## config.mk

```make
export PLATFORM = sky130hd
export DESIGN_NAME = mux_rr_arbiter_flat
export DESIGN_NICKNAME = d
export VERILOG_FILES = /design/src/rtl/mux_rr_arbiter_if.sv /design/src/rtl/mux_rr_arbiter.sv /design/src/flat_wrapper.sv
export SDC_FILE = /design/constraint.sdc
export NUM_CORES = 1
export LEC_CHECK = 0
export CORE_MARGIN = 8
export CORE_UTILIZATION = 35
export CTS_CLUSTER_DIAMETER = 200
export DETAILED_ROUTE_END_ITERATION = 8
export PLACE_DENSITY_LB_ADDON = 0.2
export SLEW_MARGIN = 20
export SYNTH_ARGS = -nofsm -noshare
export SYNTH_HDL_FRONTEND = slang
export SYNTH_SLANG_ARGS = --single-unit
```

## constraint.sdc

```tcl
create_clock -name clk -period 4.3 [get_ports clk]
set_input_delay 0.86 -clock clk [delete_from_list [all_inputs] [get_ports clk]]
set_output_delay 0.86 -clock clk [all_outputs]
set_load 0.01 [all_outputs]
```

## src/rtl/mux_rr_arbiter_if.sv

```systemverilog
// Bundles the request/grant/select signals shared between the round-robin
// arbiter and the logic that drives its requests and consumes its selects.
interface mux_rr_arbiter_if #(
  parameter int CW = 4
);
  logic [3:0]    req;
  logic [3:0]    gnt;
  logic          s0;
  logic          s1;
  logic          sel_valid;
  logic [CW-1:0] hold_cnt;

  modport master (
    input  req,
    output gnt, s0, s1, sel_valid, hold_cnt
  );

  modport slave (
    output req,
    input  gnt, s0, s1, sel_valid, hold_cnt
  );
endinterface

```

## src/rtl/mux_rr_arbiter.sv

```systemverilog
// Round-robin arbiter for the shared 4:1 mux: one-hot grant, registered select
// pair {s0,s1}, and a hold limit that bounds every tenure to MAX_HOLD cycles.
module mux_rr_arbiter #(
  parameter int MAX_HOLD = 8,
  parameter int CW       = 4
) (
  input logic              clk,
  input logic              rst_n,
  mux_rr_arbiter_if.master bus
);

  typedef enum logic {IDLE, GRANT} state_t;

  localparam logic [CW-1:0] HOLD_MAX = CW'(MAX_HOLD);
  localparam logic [CW-1:0] ONE      = CW'(1);

  state_t        state;
  logic [1:0]    ptr;
  logic [1:0]    owner;
  logic [CW-1:0] hold_q;
  logic [3:0]    gnt_q;
  logic [1:0]    sel_q;
  logic          valid_q;

  logic [1:0]    arb_ptr;
  logic [1:0]    winner;

  function automatic logic [1:0] pick(input logic [3:0] r, input logic [1:0] p);
    logic [1:0] idx;
    logic [1:0] win;
    logic       found;
    win   = p;
    found = 1'b0;
    for (int i = 0; i < 4; i++) begin
      idx = p + 2'(i);
      if (!found && r[idx]) begin
        win   = idx;
        found = 1'b1;
      end
    end
    return win;
  endfunction

  // On release the owner becomes lowest priority, so re-arbitration in the
  // same cycle must already use the advanced pointer.
  always_comb begin
    arb_ptr = (state == GRANT) ? owner + 2'd1 : ptr;
    winner  = pick(bus.req, arb_ptr);
  end

  always_ff @(posedge clk or negedge rst_n) begin
    if (!rst_n) begin
      state   <= IDLE;
      ptr     <= 2'd0;
      owner   <= 2'd0;
      hold_q  <= '0;
      gnt_q   <= 4'b0000;
      sel_q   <= 2'b00;
      valid_q <= 1'b0;
    end else begin
      case (state)
        IDLE: begin
          if (|bus.req) begin
            state   <= GRANT;
            owner   <= winner;
            gnt_q   <= 4'b0001 << winner;
            sel_q   <= winner;
            valid_q <= 1'b1;
            hold_q  <= ONE;
          end
        end
        GRANT: begin
          if (bus.req[owner] && hold_q < HOLD_MAX) begin
            hold_q <= hold_q + ONE;
          end else begin
            ptr <= owner + 2'd1;
            if (|bus.req) begin
              owner   <= winner;
              gnt_q   <= 4'b0001 << winner;
              sel_q   <= winner;
              valid_q <= 1'b1;
              hold_q  <= ONE;
            end else begin
              state   <= IDLE;
              gnt_q   <= 4'b0000;
              valid_q <= 1'b0;
              hold_q  <= '0;
            end
          end
        end
        default: state <= IDLE;
      endcase
    end
  end

  assign bus.gnt       = gnt_q;
  assign bus.s0        = sel_q[1];
  assign bus.s1        = sel_q[0];
  assign bus.sel_valid = valid_q;
  assign bus.hold_cnt  = hold_q;

endmodule
```

## src/flat_wrapper.sv

```systemverilog
// flat-port wrapper written by rule: the top's interface ports become plain ports
module mux_rr_arbiter_flat 
#(
  parameter int MAX_HOLD = 8,
  parameter int CW       = 4
)
  (clk, rst_n, bus_req, bus_gnt, bus_s0, bus_s1, bus_sel_valid, bus_hold_cnt);
  mux_rr_arbiter_if #(.CW(CW)) bus_i ();
  input logic clk;
  input logic rst_n;
  input wire logic [$bits(bus_i.req)-1:0] bus_req;
  output wire logic [$bits(bus_i.gnt)-1:0] bus_gnt;
  output wire logic [$bits(bus_i.s0)-1:0] bus_s0;
  output wire logic [$bits(bus_i.s1)-1:0] bus_s1;
  output wire logic [$bits(bus_i.sel_valid)-1:0] bus_sel_valid;
  output wire logic [$bits(bus_i.hold_cnt)-1:0] bus_hold_cnt;
  assign bus_i.req = bus_req;
  assign bus_gnt = bus_i.gnt;
  assign bus_s0 = bus_i.s0;
  assign bus_s1 = bus_i.s1;
  assign bus_sel_valid = bus_i.sel_valid;
  assign bus_hold_cnt = bus_i.hold_cnt;
  mux_rr_arbiter #(.MAX_HOLD(MAX_HOLD), .CW(CW)) u_core (.clk(clk), .rst_n(rst_n), .bus(bus_i));
endmodule
```

==> reports/metrics.csv <==
metric,value,unit
core,2170,sq um
io_pins,17,
ys_ff_latch,14,
antenna_found_initial,0,
post-route-period-util,0.537,
p_clk_frac,0.138,
grt_pass1_wl,3080,um
finalPower,711,uW
io_buffers,16,
cp_num_buf_inv,1,
ys_dominant_reg_cell,dfrtp_1,
synth-edff-count,0,
cts_buffers,3,
r2r_cells,4,
grt_pass1_vias,669,
cts_tree,yes,
crit_family,multiplexers,
insertion_delay,290,ps
fp.dieArea,4010,sq um
routedWlPerCell,14.8,um
dp.cells,121,
worstSetupStartpoint,bus_req[0],
endpoint_kind,register,
n_fill_cell,229,
ys_seq_area_frac,0.447,
critPathCapture,u_core.bus.gnt[2],
setup_viol,0,
startpoint_type,input port,
via_per_inst,5.08,
worst_pin_slew,629,ps
power_switching,281,uW
ys_types,29,
place_area,975,sq um
synth_warnings,0,
slowest_stage,mux4_2,
ctsResizeCount,0,
fmax,433,MHz
cts_root_buf,clkbuf_4,
power_frac_seq,0.338,
critPathMaxFanout,7,
reg2reg_from,u_core.sel_q[1],
area_growth_syn_to_layout,28.9,%
cts_sinks,14,
fin_skew,11.5,ps
hp-class,register to register,
synth_area_per_cell,10.1,sq um
initial_core_util,0.362,
hpwl,1430,um
first_iter_violations,10,
p_sw_frac,0.395,
final_cell_area,1010,sq um
r2r_end,u_core.bus.gnt[2],
slowest_delay,550,ps
layout_common_cells,"clkdlybuf4s50_1 (16), dfrtp_1 (14), nand2_1 (12), nor2_1 (5), o21ai_0 (5)",
synth_cells,78,
gr-total-overflow,0,
finalWeightedCongestion,0.698,
regArea,350,sq um
cts_max_level,1,
rsz0062_at_grt,false,
ir_worst_vdd,316,uV
ctsHoldBuffers,0,
postCtsSetupRepairBufs,0,
final_common_cell,clkdlybuf4s50_1,
ant_nets,0,
tns,0,ps
status,completed,
fin_crit,2310,ps
r2r_slack,2530,ps
remaining_drc_errors,0,
p_int,430,uW
cp_num_cells,5,
dieWidth,63.3,um
p_comb_frac,0.524,
syn-num-nets,85,
nNetsFinal,105,
totalWireLength,1850,um
drv_cap,0,
drive_above_1_share,0.124,
multi_input_area,414,sq um
finalHoldViolCount,0,
p_leak,0.000445,uW
cp.required,4490,ps
antenna_cells,0,
slew_headroom,0.579,
layoutNonFillerInstCount,125,
crit_arrival,2500,ps
async_reset_ff_frac,1.00,
crit_type,input port to register,
grt_max_degree,15,
vias,635,
drt_first_pass_iters,4,
drv_slew,0,
track_usage,0.0973,
clkTransAtPathRegs,100,ps
worstPathCellList,clkdlybuf4s50_1 -> mux4_2 -> nand3_2 -> o21ai_1 -> a22o_1,
clockBufferDepth,2,
powerDensity,703,nW/um^2
syn_area,785,sq um
die_h,63.3,um
std_cell_rows,17,
whs,505,ps
## flip-flops by register name (all words and copies together), names as in the netlist
signal,count
u_core.bus.sel_valid,1
u_core.ptr,2
u_core.bus.gnt,4
u_core.bus.hold_cnt,4
u_core.state,1
u_core.sel_q,2
## how the worst min path moves through the flow
| stage | from | endpoint | slack, ps | cells past startpoint |
|---|---|---|---|---|
| 2_1_floorplan | u_core.bus.sel_valid | u_core.bus.sel_valid | 510 | 2 |
| 3_3_place_gp | u_core.bus.sel_valid | u_core.bus.sel_valid | 490 | 2 |
| 3_5_place_dp | u_core.bus.sel_valid | u_core.bus.sel_valid | 480 | 2 |
| 4_1_cts | u_core.bus.sel_valid | u_core.bus.sel_valid | 500 | 2 |
| 5_1_grt | u_core.bus.sel_valid | u_core.bus.sel_valid | 520 | 2 |
| 6_report | u_core.bus.sel_valid | u_core.bus.sel_valid | 500 | 2 |
## Yosys cell counts (2+ instances only)
cell type	count	area [sq um]
dfrtp_1	14	350
nand2_1	12	45.0
nor2_1	5	18.8
o21ai_0	5	25.0
a22o_1	4	35.0
inv_1	4	15.0
a21o_1	3	22.5
a21oi_1	3	15.0
mux2i_1	3	30.0
o21ai_1	3	15.0
nand2b_1	2	12.5
nand3_1	2	10.0
o31ai_1	2	15.0
## metrics by stage
| stage | util | setup WS, ps |
|---|---|---|
| after floorplan | - | 2300 |
| after global placement | 0.449 | 1700 |
| after detailed placement | 0.449 | 1690 |
| after CTS | 0.466 | 2010 |
| after global routing | 0.466 | 1930 |
| final | 0.466 | 1990 |
## cell type report
cell class,count,share of cell area
Clock buffer,4,0.0359
Timing Repair Buffer,16,0.158
Inverter,4,0.0149
Sequential cell,14,0.347
Multi-Input combinational cell,59,0.410
Tap cell,28,0.0347
## power by group through the flow
| stage | clock [uW] | combinational, uW | sequential (uW) |
|---|---|---|---|
| 5_1_grt | 105 | 411 | 248 |
| 3_3_place_gp | 0 | 370 | 243 |
| 3_5_place_dp | 0 | 376 | 243 |
| 2_1_floorplan | 0 | 223 | 248 |
| 6_report | 98.3 | 372 | 240 |
| 4_1_cts | 99.8 | 377 | 241 |
## layer usage
metal / wire [um] / part of all wire / global-route usage
met3: 115 / 0.062 / 0.0389
met5: 0 / 0 / 0
met4: 17 / 0.0092 / 0.0585
met1: 797 / 0.43 / 0.112
met2: 915 / 0.50 / 0.148
## worst min-delay path, delay by kind of cell (launching register included)
family	cells	cell delay (ps)
DFF	1	360
and+or+nand+nor	2	110
## kinds of logic (layout without fill, tap and decap cells)
logic type                 count (synthesis)  after routing  share of synthesized area
xor gates and xnor gates                   1              1                     0.0112
and+or+nand+nor                           26             26                      0.188
buffers and inverters                      5             24                     0.0255
adders and majority gates                  1              1                     0.0159
muxes                                      5              5                     0.0813
AOI/OAI and AO/OA                         26             26                      0.231
DFF                                       14             14                      0.447
Note: power is estimated with default switching activity, not from simulation.
